<file path="config.mk">
export PLATFORM = sky130hd
export DESIGN_NAME = bank_burst_ctrl
export DESIGN_NICKNAME = d
export VERILOG_FILES = /design/src/rtl/bank_burst_ctrl.sv
export SDC_FILE = /design/constraint.sdc
export NUM_CORES = 1
export LEC_CHECK = 0
export ABC_CLOCK_PERIOD_IN_PS = 2590
export BUFFER_PORTS_ARGS = -buffer_cell sky130_fd_sc_hd__buf_2
export CAP_MARGIN = 20
export CORE_ASPECT_RATIO = 1.75
export CORE_UTILIZATION = 45
export CTS_CLUSTER_SIZE = 14
export DETAILED_ROUTE_END_ITERATION = 10
export GPL_TIMING_DRIVEN = 0
export HOLD_SLACK_MARGIN = 0.02
export PLACE_DENSITY = 0.8
export REMOVE_ABC_BUFFERS = 1
export SLEW_MARGIN = 15
export SYNTH_ARGS = -nofsm -noshare
export SYNTH_HDL_FRONTEND = slang
export SYNTH_SLANG_ARGS = --single-unit
</file>
<file path="constraint.sdc">
create_clock -name clk -period 2.59 [get_ports clk]
set_input_delay 0.1295 -clock clk [delete_from_list [all_inputs] [get_ports clk]]
set_output_delay 0.1295 -clock clk [all_outputs]
set_load 0.01 [all_outputs]
</file>
<file path="src/rtl/bank_burst_ctrl.sv">
// -----------------------------------------------------------------------------
// bank_burst_ctrl
// Burst initiator for one Bank model. Accepts a single read or write request
// over a valid/ready handshake and turns it into BL consecutive column
// accesses on the Bank's row/column/rd_o_wr/dq port. Read beats returned by
// the Bank (one cycle after the address) are packed into one wide response.
//
// Ports:
//   clk, rst              single clock, synchronous active-high reset
//   req_valid/req_ready   request handshake
//   req_wr                1 = write burst, 0 = read burst
//   req_row, req_col      target row and starting column
//   req_wdata             write data, beat k at [k*DEVICE_WIDTH +: DEVICE_WIDTH]
//   rsp_valid             one-cycle completion pulse
//   rsp_wr                kind of the completed transaction
//   rsp_rdata             read data, packed like req_wdata
//   bank_rd_o_wr          0 = read, 1 = write
//   bank_dqin/bank_dqout  Bank write / read data
//   bank_row/bank_column  Bank address
// -----------------------------------------------------------------------------
module bank_burst_ctrl #(
    parameter int DEVICE_WIDTH = 4,
    parameter int COLWIDTH     = 10,
    parameter int CHWIDTH      = 5,
    parameter int BL           = 8
) (
    input  logic                       clk,
    input  logic                       rst,
    input  logic                       req_valid,
    output logic                       req_ready,
    input  logic                       req_wr,
    input  logic [CHWIDTH-1:0]         req_row,
    input  logic [COLWIDTH-1:0]        req_col,
    input  logic [DEVICE_WIDTH*BL-1:0] req_wdata,
    output logic                       rsp_valid,
    output logic                       rsp_wr,
    output logic [DEVICE_WIDTH*BL-1:0] rsp_rdata,
    output logic                       bank_rd_o_wr,
    output logic [DEVICE_WIDTH-1:0]    bank_dqin,
    input  logic [DEVICE_WIDTH-1:0]    bank_dqout,
    output logic [CHWIDTH-1:0]         bank_row,
    output logic [COLWIDTH-1:0]        bank_column
);

    localparam int CNTW = (BL > 1) ? $clog2(BL) : 1;
    localparam int DW   = DEVICE_WIDTH * BL;

    typedef enum logic [1:0] {
        IDLE  = 2'd0,
        BURST = 2'd1,
        DRAIN = 2'd2,
        RESP  = 2'd3
    } state_t;

    state_t                  state_r, state_s;
    logic [CNTW-1:0]         beat_r, beat_s;     // beat currently on the Bank port
    logic                    wr_r, wr_s;
    logic [DW-1:0]           wdata_r, wdata_s;
    // rd_pend_r: bank_dqout in this cycle carries read beat rd_idx_r
    logic                    rd_pend_r, rd_pend_s;
    logic [CNTW-1:0]         rd_idx_r, rd_idx_s;

    logic                    ready_s;
    logic                    rsp_valid_s;
    logic                    rsp_wr_s;
    logic [DW-1:0]           rdata_s;
    logic                    rd_o_wr_s;
    logic [DEVICE_WIDTH-1:0] dqin_s;
    logic [CHWIDTH-1:0]      row_s;
    logic [COLWIDTH-1:0]     col_s;

    // Next-state and next-output logic; every output is registered below.
    always_comb begin
        state_s     = state_r;
        beat_s      = beat_r;
        wr_s        = wr_r;
        wdata_s     = wdata_r;
        rd_pend_s   = (state_r == BURST) && !wr_r;
        rd_idx_s    = beat_r;
        ready_s     = 1'b0;
        rsp_valid_s = 1'b0;
        rsp_wr_s    = rsp_wr;
        rdata_s     = rsp_rdata;
        rd_o_wr_s   = 1'b0;
        dqin_s      = '0;
        row_s       = bank_row;
        col_s       = bank_column;

        // Bank data lags the address by one cycle, so capture uses the
        // beat index remembered from the previous cycle.
        if (rd_pend_r) begin
            rdata_s[int'(rd_idx_r) * DEVICE_WIDTH +: DEVICE_WIDTH] = bank_dqout;
        end else begin
            rdata_s = rsp_rdata;
        end

        case (state_r)
            IDLE: begin
                if (req_valid && req_ready) begin
                    state_s   = BURST;
                    beat_s    = '0;
                    wr_s      = req_wr;
                    wdata_s   = req_wdata;
                    row_s     = req_row;
                    col_s     = req_col;
                    rd_o_wr_s = req_wr;
                    if (req_wr) begin
                        dqin_s = req_wdata[DEVICE_WIDTH-1:0];
                    end else begin
                        dqin_s = '0;
                    end
                end else begin
                    ready_s = 1'b1;
                end
            end
            BURST: begin
                if (beat_r == CNTW'(BL - 1)) begin
                    state_s = DRAIN;
                end else begin
                    beat_s    = beat_r + CNTW'(1);
                    // Column wraps inside the row; the row never advances.
                    col_s     = bank_column + COLWIDTH'(1);
                    rd_o_wr_s = wr_r;
                    if (wr_r) begin
                        dqin_s = wdata_r[int'(beat_s) * DEVICE_WIDTH +: DEVICE_WIDTH];
                    end else begin
                        dqin_s = '0;
                    end
                end
            end
            DRAIN: begin
                state_s     = RESP;
                rsp_valid_s = 1'b1;
                rsp_wr_s    = wr_r;
            end
            RESP: begin
                state_s = IDLE;
                ready_s = 1'b1;
            end
            default: begin
                state_s = IDLE;
            end
        endcase
    end

    // State and output registers with synchronous reset.
    always_ff @(posedge clk) begin
        if (rst) begin
            state_r      <= IDLE;
            beat_r       <= '0;
            wr_r         <= 1'b0;
            wdata_r      <= '0;
            rd_pend_r    <= 1'b0;
            rd_idx_r     <= '0;
            req_ready    <= 1'b0;
            rsp_valid    <= 1'b0;
            rsp_wr       <= 1'b0;
            rsp_rdata    <= '0;
            bank_rd_o_wr <= 1'b0;
            bank_dqin    <= '0;
            bank_row     <= '0;
            bank_column  <= '0;
        end else begin
            state_r      <= state_s;
            beat_r       <= beat_s;
            wr_r         <= wr_s;
            wdata_r      <= wdata_s;
            rd_pend_r    <= rd_pend_s;
            rd_idx_r     <= rd_idx_s;
            req_ready    <= ready_s;
            rsp_valid    <= rsp_valid_s;
            rsp_wr       <= rsp_wr_s;
            rsp_rdata    <= rdata_s;
            bank_rd_o_wr <= rd_o_wr_s;
            bank_dqin    <= dqin_s;
            bank_row     <= row_s;
            bank_column  <= col_s;
        end
    end

endmodule

</file>
# After elaboration in Yosys (flattened, before gate mapping)
# Cells that the tools add are included.
dict set report classes {
  div_mod_pow 0
  eq_ne 7
  n_mul 0
  shift 3
  reduce_logical 8
  bitwise_logic 0
  mux 21
  add_sub_neg 3
  magnitude_cmp 0
}
# op n
set op_table {}
lappend op_table {{$neg A5 Y33} 1}
lappend op_table {{$shift A4 B33 Y32 const A} 1}
lappend op_table {{$shiftx A4 B33 Y32} 1}
lappend op_table {{$bwmux W32} 1}
lappend op_table {{$shiftx A32 B6 Y4} 1}
lappend op_table {{$mux W10} 2}
lappend op_table {{$pmux W10 S2} 1}
lappend op_table {{$mux W4} 4}
lappend op_table {{$add A10 B1 Y10 const B} 1}
lappend op_table {{$pmux W2 S4} 1}
lappend op_table {{$pmux W4 S2} 1}
lappend op_table {{$mux W3} 2}
lappend op_table {{$pmux W3 S2} 1}
lappend op_table {{$eq A2 B2 Y1 const B} 2}
lappend op_table {{$mux W1} 4}
lappend op_table {{$mux W2} 2}
lappend op_table {{$ne A2 B2 Y1 const B} 2}
lappend op_table {{$pmux W1 S2} 2}
lappend op_table {{$reduce_and A2 Y1} 2}
lappend op_table {{$add A3 B1 Y3 const B} 1}
lappend op_table {{$eq A3 B3 Y1 const B} 1}
lappend op_table {{$reduce_and A3 Y1} 1}
lappend op_table {{$eq A2 B1 Y1 const B} 1}
lappend op_table {{$logic_and A1 B1 Y1} 2}
lappend op_table {{4 further kinds} 4}
dict set report totals {
  ff_bits 97
  latch_bits 0
  rom_bits 0
  ram_bits 0
  mem_count 0
}

# Longest topological paths before layout
# Gate-level depths: netlist of the first run.
dict set report logic_depth {
  depth_word 5
  mapped_depth 9
  depth_no_buf 7
}

# Worst setup path after synthesis of the first run
# No wires, ideal clock.
dict set report synth_timing {
  kind {register -> register}
  startpoint {register rd_idx_r[0]}
  endpoint {register rsp_rdata[31]}
  slack_ns 0.505
  stages_incl_launch_ff 9
  t_arrival_ns 2.015
  setup_ns 0.070
  t_required_ns 2.520
  cell_sequence {dfxtp_1 -> buf_2 -> inv_1 -> ha_1 -> ha_1 -> and2b_1 -> nand3_1 -> or3_1 -> a21oi_1}
}
dict set report synth_via {
  elab_chain_len 3
  elab_cells_between_ends 4
  cone_classes {add/sub: 1; shift: 2; mux: 1}
}
# element line
set synth_rtl {}
lappend synth_rtl {{start, declared} 61} ;# logic [CNTW-1:0] rd_idx_r, rd_idx_s;
lappend synth_rtl {{start signal, assigned} 169} ;# rd_idx_r <= rd_idx_s;
lappend synth_rtl {{$neg A5 Y33 *} 92} ;# rdata_s[int'(rd_idx_r) * DEVICE_WIDTH +: DEVICE_WIDTH] = bank_dqout;
lappend synth_rtl {{$shiftx A4 B33 Y32 / $shift A4 B33 Y32 (equally long branches)} 92}
lappend synth_rtl {{$bwmux W32 *} 92}
lappend synth_rtl {{end signal, assigned} 173} ;# rsp_rdata <= rdata_s;
lappend synth_rtl {{end, declared} 37} ;# output logic [DEVICE_WIDTH*BL-1:0] rsp_rdata,
# Mark *: on every way between the ends. The rest lies on a longest branch, timed or not.
# A chain may end at the register's enable or synchronous reset.

# Worst setup path in the final report of the first run
dict set report layout_timing {
  startpoint {register state_r[0]}
  endpoint {register bank_dqin[3]}
}
dict set report layout_via {
  elab_chain_len 2
  elab_cells_between_ends 3
  cone_classes {eq/ne: 1; mux: 1; reduce/logical: 1}
}
# element line
set layout_rtl {}
lappend layout_rtl {{start, declared} 55} ;# state_t state_r, state_s;
lappend layout_rtl {{start signal, assigned} 164} ;# state_r <= state_s;
lappend layout_rtl {{$eq A2 B1 Y1 / $logic_not A2 Y1 (equally long branches)} 97} ;# case (state_r)
lappend layout_rtl {{$pmux W4 S2 *} 97}
lappend layout_rtl {{end signal, assigned} 175} ;# bank_dqin <= dqin_s;
lappend layout_rtl {{end, declared} 39} ;# output logic [DEVICE_WIDTH-1:0] bank_dqin,
# Marks and branches as above.

==> metrics.txt, run 1 <==
RR Endpoint bank_dqin[3]; Die Ht 131 um; r2r setup slk 0.24 ns; total global routing overflow 0; clock root cell clkbuf_16; dpl hpwl 7070 um; CTS tree done; Area contributors post-synth dfxtp_1 (46%), nand2_1 (10%), a21oi_1 (8.3%); Tot GR Track Use 21.0%; unrepaired setup endpoints after global routing no; Crit. Startpoint state_r[0]; Critical Path Sink Type flip-flop; Worst R2R Path Depth 6; Non-Filler Instances 736; Min-Delay Path Depth 3; Post-synth ARST share 0%; sequential area share after synthesis 45.6%; Setup crit start kind flip-flop; Worst-Skew Late Latency 0.33 ns; compound-gate portion of the synthesized area 15.3%; htree depth 3; fmax 426 MHz; setup tns final 0 ns; top_reg_cell synth dfxtp_1; crit-path max FO 38; Worst Hold Class primary input to flip-flop; drt wl/cell 13.5 um; adder and majority cell fraction of the synthesized area 3.82%; drc violations 0; CP Class flip-flop to flip-flop; top-area cell type share of the netlist area 45.6%; Final Instance Area 5230 um2; Mean Syn Cell Area 8.32 um2; multi-input logic area 2180 um2; register area 1940 um2; Worst-path clk slew 0.06 ns; fin. max-slew vios 0; largest net degree at the start of global routing 83; Syn. warnings 0; most frequent cell after synthesis nand2_1; via density per instance 5.32; Core ar. 9150 um2; Post-synth EDFFs 0; Period minus WS final 2.35 ns; initial core utilization 46.6%; CTS sink count 97; dpl cells 714; Max clock buf depth 2; DRT Pass-1 Iters 5; PD cells 800 nW/um2; WP data required 2.86 ns; layout cell share with drive strength beyond 1 22.7%; P_leak 2.20 nW; Largest stage delay, worst path 0.65 ns; synth-to-layout area growth 22.7%; fin crit share 90.6%; min-delay src req_row[0]; initial antenna violation count 0; final hold slack 0.0297 ns; GP Congestion 0.825; Total Power 4.18 mW; Synth Instances 512; post-synthesis mux area share 5.67%; # diodes 0; Die ar. 9880 um2; initial drt markers 162; final-report hold violation count 0; max_cap viols 0; width of the die 75.6 um; vias in the first global route 3620; largest family of logic cells by synthesized area simple AND/OR/NAND/NOR gates; CP cell instances inv_1, ha_1, and3_2, nand2_1, nor3_1, a32o_1; Max IR drop VDD 417 uV; Critical Path Slowest Stage Cell and3_2; via count 3913; Synth Area in Simple Gates 26.0%; post-synth top area cell dfxtp_1; total I/O pin count 110; Filler Cells Inserted 817; worst hold endpoint bank_row[0]; post-route ant nets 0; Slew HR 49.5%; crit path DAT 2.62 ns; clk_skew 0.00470 ns; final wirelength 9960 um; status completed; first-pass GRT wire length 15800 um; Area after DPL 4870 um2; Slew @ Worst Pin 0.756 ns; Synth top cells by count nand2_1 (117), dfxtp_1 (97), a21oi_1 (71); port bufs 109; synthesized cell area 4260 um2; Cell Rows 46; fin nets 680; Cell variety after synth 40; Yosys reg bits 97; CTS Buf Count 9; final setup fails 0; worst reg2reg startpoint state_r[0]; Synth Area in XOR/XNOR 0%
## report_power, final
part	internal [mW]	total [mW]	switching [mW]
sequential	1.67	1.85	0.178
combinational	0.435	1.09	0.653
clock	0.700	1.24	0.541
## state kept, by name, indices dropped and copies added (netlist names)
register,flops
bank_column,10
bank_dqin,4
bank_rd_o_wr,1
bank_row,5
beat_r,3
rd_idx_r,3
rd_pend_r,1
req_ready,1
rsp_rdata,32
rsp_valid,1
rsp_wr,1
state_r,2
wdata_r,32
wr_r,1
## kinds of logic after synthesis
logic type	after synthesis
AND/OR/NAND/NOR	235
AO/OA/AOI/OAI	112
adder cells (fa/ha/maj)	13
multiplexers	19
flip-flops	97
buffers and inverters	36
## cell usage in the layout, fill, tap and decap left out, types with 6 or more instances in the layout
cell type / n
nand2_1: 117
buf_2: 108
dfxtp_1: 95
a21oi_1: 71
nor2_1: 24
nor2b_1: 20
nand3_1: 20
mux2i_1: 14
o21ai_0: 14
ha_1: 12
nand4_1: 10
clkbuf_16: 9
inv_1: 8
nand3b_1: 8
and3_1: 6
nor3_1: 6
and2_1: 6
a211oi_1: 6
dlygate4sd3_1: 6
## per-stage QoR
step,utilization (%),setup WS (ns)
floorplan,-,0.353
global placement,52.8,-0.330
detailed placement,53.3,-0.0203
CTS,57.0,0.118
global route,57.1,0.0642
finish,57.1,0.244
## layout make-up
| type | count | share of cell area [%] |
|---|---|---|
| multi-input cells | 379 | 41.7 |
| flip-flops and latches | 97 | 37.2 |
| repair buffers | 117 | 12.3 |
| clock buffers | 11 | 4.83 |
| well taps | 120 | 2.87 |
| inverters | 8 | 0.574 |
| clock inverters | 4 | 0.527 |
## worst max-delay path by stage
stage,end,cells after the start
after CTS,rsp_rdata[2],7
after global placement,bank_column[5],6
after floorplan,bank_column[9],6
final,bank_dqin[3],6
after detailed placement,bank_column[6],6
after global routing,bank_dqin[3],6
## layer usage
layer	vias to the layer above	wire [um]	GRT usage, %
met1	1802	3990	21.6
met3	15	462	5.06
met5	-	0	0
li1	1968	-	-
met4	0	218	10.5
met2	128	5290	38.4
## critical path, delay by kind of cell (launching register included)
kind,cells,cell delay [ns]
flops,1,0.34
simple gates,3,1.38
fa+ha+maj,1,0.25
buf+inv,1,0.09
compound gates,1,0.22
## timing repair
action	in CTS	in global routing
endpoints found under the setup margin	3	8
endpoints found under the hold margin	6	0
setup buffers	0	1
hold buffers	6	0
pin swaps	0	1
resized for setup	2	2
Power figures use the tool's default switching activity.
==> inputs of run 2 (changes only) <==
--- a/config.mk
+++ b/config.mk
@@ -5,7 +5,6 @@
 export SDC_FILE = /design/constraint.sdc
 export NUM_CORES = 1
 export LEC_CHECK = 0
-export ABC_CLOCK_PERIOD_IN_PS = 2590
 export BUFFER_PORTS_ARGS = -buffer_cell sky130_fd_sc_hd__buf_2
 export CAP_MARGIN = 20
 export CORE_ASPECT_RATIO = 1.75
@@ -14,7 +13,7 @@
 export DETAILED_ROUTE_END_ITERATION = 10
 export GPL_TIMING_DRIVEN = 0
 export HOLD_SLACK_MARGIN = 0.02
-export PLACE_DENSITY = 0.8
+export PLACE_DENSITY = 0.82
 export REMOVE_ABC_BUFFERS = 1
 export SLEW_MARGIN = 15
 export SYNTH_ARGS = -nofsm -noshare
==> constraint.sdc (replaced) <==
create_clock -name clk -period 2.05 [get_ports clk]
set_input_delay 0.1025 -clock clk [delete_from_list [all_inputs] [get_ports clk]]
set_output_delay 0.1025 -clock clk [all_outputs]
set_load 0.01 [all_outputs]
==> run 2 against run 1 <==
  * First-iteration DRC count grew 12%
  * Worst hold slack gained 0.014 ns
  * Setup slack lost 0.16 ns
  * Wire length grew 19%
  * Total power grew 35%
  * Die area is the same
  * Clock skew grew 0.0027 ns
  * Critical endpoint is now bank_dqin[0]
  * Largest cell class unchanged
  * Clock-buffer cell count shrank 1
  * Non-clock buffer count grew 39
  * Maximum frequency grew 19%
  * Combinational power grew 50%
==> metrics.txt, run 2 (synthesis results as in run 1) <==
largest registers rsp_rdata (32), wdata_r (32), bank_column (10); GP Congestion 0.846; Cell Rows 46; vias in the first global route 4013; met3 routed WL 539 um; P_leak 2.38 nW; commonest non-fill, non-tap cell in the layout nand2_1; Slew HR 50.1%; final-report hold violation count 0; PD cells 993 nW/um2; fin crit share 96.0%; post-route ant nets 0; Worst-Skew Late Latency 0.33 ns; first-pass GRT wire length 17700 um; setup slack at placement -0.766 ns; Slew @ Worst Pin 0.747 ns; fin. max-slew vios 0; Period minus WS final 1.97 ns; Max IR drop VDD 901 uV; Core ar. 9150 um2; status completed; largest net degree at the start of global routing 87; PnR worst setup slack 0.0817 ns; dpl cells 715; commonest cells after routing, fill and taps aside nand2_1 (117), buf_2 (109), dfxtp_1 (93), a21oi_1 (71), dlygate4sd3_1 (37); drc violations 0; Non-Filler Instances 777; DR WL met2 6450 um; met1 wire length 4450 um; WP data required 2.28 ns; initial drt markers 181; clk_skew 0.00737 ns; crit-path max FO 11; Die Ht 131 um; crit path DAT 2.20 ns; initial antenna violation count 0; max_cap viols 0; CTS sink count 97; Worst Hold Class primary input to flip-flop; # diodes 0; CP Class flip-flop to flip-flop; DRT Pass-1 Iters 5; via density per instance 5.44; total global routing overflow 0; fin nets 720; Max clock buf depth 2; layout cell share with drive strength beyond 1 24.2%; htree depth 3; Setup crit start kind flip-flop; via count 4226; port bufs 109; final setup fails 0; Tot GR Track Use 23.3%; fmax 508 MHz; final wirelength 11800 um; drt wl/cell 15.2 um; Die ar. 9880 um2; synth-to-layout area growth 33.9%; Critical Path Sink Type flip-flop; Worst-path clk slew 0.07 ns; CTS tree done; top layer in use met4; initial core utilization 46.6%; clock root cell clkbuf_16; CTS Buf Count 9; total I/O pin count 110; width of the die 75.6 um; dpl hpwl 7460 um
run 2: cell count changes in the layout (fill, tap and decap cells not counted), sizes merged:
cell         change
dlygate4sd3     +31
clkinv           +1
bufinv           +1
buf              +7
and3             +1
run 2: repair_timing:
| item | 4_1_cts | 5_1_grt |
|---|---|---|
| endpoints found under the setup margin | 51 | 34 |
| hold endpoints to repair | 39 | 0 |
| buffers inserted | 3 | 5 |
| gates resized for setup | 17 | 8 |
| hold buffers | 37 | 0 |
| pin swaps | 1 | 5 |
| gates cloned | 0 | 1 |
run 2: layer usage:
layer  up-vias  GRT usage, %
met5         -             0
met4         0          12.3
met3        35          4.52
met2       155          43.3
met1      1983          23.8
li1       2053             -
run 2: metrics by stage:
| stage | hold slack, ns | TNS, ns | instance area (um2) | total power [mW] | util [%] |
|---|---|---|---|---|---|
| CTS | 0.0286 | 0 | 5630 | 5.56 | 61.5 |
| global route | 0.0420 | -0.0109 | 5710 | 5.98 | 62.3 |
| floorplan | 0.172 | -1.39 | 4140 | 3.24 | - |
| global placement | 0.317 | -24.48 | 4830 | 3.66 | 52.8 |
| finish | 0.0434 | 0 | 5710 | 5.66 | 62.3 |
| detailed placement | 0.321 | -17.04 | 4870 | 3.76 | 53.3 |
run 2: critical path, stage by stage (launching register included):
cell,delay [ns]
dfxtp_4,0.41
ha_1,0.22
ha_1,0.37
nand2b_2,0.26
a211oi_1,0.30
a2111oi_2,0.10
a21o_1,0.19
run 2: final cells by class:
cell class              instances  area (um2)
fillers                       744        3450
clock inverters                 6        66.3
repair buffers                156        1020
inverters                       8        30.0
flip-flops and latches         97        1950
well taps                     120         150
multi-input cells             380        2260
clock buffers                  10         229
run 2: worst paths after layout:
| kind | start | to | slack (ns) | depth (start not counted) |
|---|---|---|---|---|
| setup / recovery | beat_r[0] | bank_dqin[0] | 0.08 | 6 |
| setup reg to reg | beat_r[0] | bank_dqin[0] | 0.08 | 6 |
| hold / removal | rst | bank_column[4] | 0.04 | 2 |
| hold reg to reg | rsp_rdata[15] | rsp_rdata[15] | 0.45 | 2 |
run 2: report_power, final:
group / switching [mW] / internal [mW]
Clock: 0.719 / 0.951
Sequential: 0.235 / 2.12
Combinational: 0.936 / 0.705
==> inputs of run 3 (changes only) <==
--- a/config.mk
+++ b/config.mk
@@ -12,7 +12,7 @@
 export CTS_CLUSTER_SIZE = 14
 export DETAILED_ROUTE_END_ITERATION = 10
 export GPL_TIMING_DRIVEN = 0
-export HOLD_SLACK_MARGIN = 0.02
+export HOLD_SLACK_MARGIN = 0.1
 export PLACE_DENSITY = 0.82
 export REMOVE_ABC_BUFFERS = 1
 export SLEW_MARGIN = 15
==> run 3 against run 2 <==
  * Flip-flop and latch count did not move
  * Worst hold slack gained 0.065 ns
  * Clock skew up 0.00070 ns
  * Clock power is essentially flat
  * Critical path type unchanged
  * Wire length up 1.1%
==> metrics.txt, run 3 (synthesis results as in run 1) <==
CTS tree done; status completed; Filler Cells Inserted 735; final setup fails 0; Period minus WS final 1.98 ns; Crit path top cell by count ha_1; Die ar. 9880 um2; family with the most delay on the worst path compound AO/OA/AOI/OAI gates; Area after DPL 4870 um2; Max IR drop VDD 895 uV; setup tns final 0 ns; PnR worst setup slack 0.0690 ns; htree depth 3; GP Congestion 0.846; WP data required 2.28 ns; via count 4320; Core ar. 9150 um2; DRT Pass-1 Iters 5; final-report hold violation count 0; port bufs 109; Worst-path clk slew 0.07 ns; post-route ant nets 0; layout cell share with drive strength beyond 1 23.9%; Critical Path Slowest Stage Cell dfxtp_4; P_leak 2.41 nW; initial core utilization 46.6%; CP bufs+invs 0; vias in the first global route 4074; initial antenna violation count 0; Critical Path Sink Type flip-flop; commonest cells after routing, fill and taps aside nand2_1 (117), buf_2 (109), dfxtp_1 (93), a21oi_1 (71), dlygate4sd3_1 (44); Slew @ Worst Pin 0.739 ns; Worst Hold Class primary input to flip-flop; clk_skew 0.00807 ns; dpl hpwl 7460 um; drc violations 0; Die Ht 131 um; via density per instance 5.51; final hold slack 0.108 ns; CP cell instances ha_1, ha_1, nand2b_2, a211oi_1, a2111oi_2, a21o_1; clock root cell clkbuf_16; Max clock buf depth 2; Cell Rows 46; total global routing overflow 0; Total Power 5.68 mW; synth-to-layout area growth 35.5%; commonest non-fill, non-tap cell in the layout nand2_1; total I/O pin count 110; CP Class flip-flop to flip-flop; Slew HR 50.7%; Final Instance Area 5780 um2; fin nets 727; Worst-Skew Late Latency 0.34 ns; largest net degree at the start of global routing 87; Setup crit start kind flip-flop; crit path DAT 2.21 ns; final wirelength 11900 um; final core occ 63.1%; first-pass GRT wire length 17900 um; fin. max-slew vios 0; setup slack at placement -0.766 ns; Tot GR Track Use 23.7%; largest registers rsp_rdata (32), wdata_r (32), bank_column (10); drt wl/cell 15.2 um; PD cells 984 nW/um2; initial drt markers 204; CTS Buf Count 9; fin crit share 96.6%; crit-path max FO 11; max_cap viols 0; CTS sink count 97; width of the die 75.6 um; # diodes 0; Non-Filler Instances 784; dpl cells 715; Largest stage delay, worst path 0.41 ns; fmax 505 MHz
run 3: repair_timing:
| action | CTS | global route |
|---|---|---|
| cloned | 0 | 1 |
| hold buffers | 44 | 0 |
| endpoints found under the setup margin | 51 | 35 |
| hold endpoints to repair | 55 | 0 |
| setup buffers | 3 | 5 |
| pin swaps | 1 | 5 |
| resized for setup | 17 | 8 |
run 3: per-layer routing:
layer	GRT usage (%)	wire length [um]
met4	12.3	300
met5	0	0
met1	24.2	4440
met3	4.68	594
met2	43.9	6600
run 3: worst register-to-register path, delay by kind of cell (launching register included):
kind                     cells  cell delay [ns]
AO/OA/AOI/OAI                3             0.61
adder cells (fa/ha/maj)      2             0.59
flip-flops                   1             0.41
AND/OR/NAND/NOR              1             0.26
run 3: path summary, 6_finish.rpt:
kind | slack (ns) | end | start | cells after the start
worst max-delay path | 0.07 | bank_dqin[0] | beat_r[0] | 6
worst min-delay path | 0.11 | bank_column[1] | req_col[1] | 3
worst max register to register | 0.07 | bank_dqin[0] | beat_r[0] | 6
worst min register to register | 0.45 | rsp_rdata[15] | rsp_rdata[15] | 2
run 3: report_power, final:
group	leakage, nW	total, mW	internal [mW]	switching (mW)
clock network	0.147	1.67	0.951	0.719
logic	1.47	1.65	0.713	0.940
registers	0.788	2.36	2.12	0.240
run 3: layout make-up:
cell class | count | area, um2 | area share [%]
Inverter | 8 | 30.0 | 0.520
Clock buffer | 10 | 229 | 3.96
Clock inverter | 6 | 66.3 | 1.15
Sequential cell | 97 | 1950 | 33.8
Timing Repair Buffer | 163 | 1090 | 18.8
Multi-Input combinational cell | 380 | 2260 | 39.1
Tap cell | 120 | 150 | 2.60
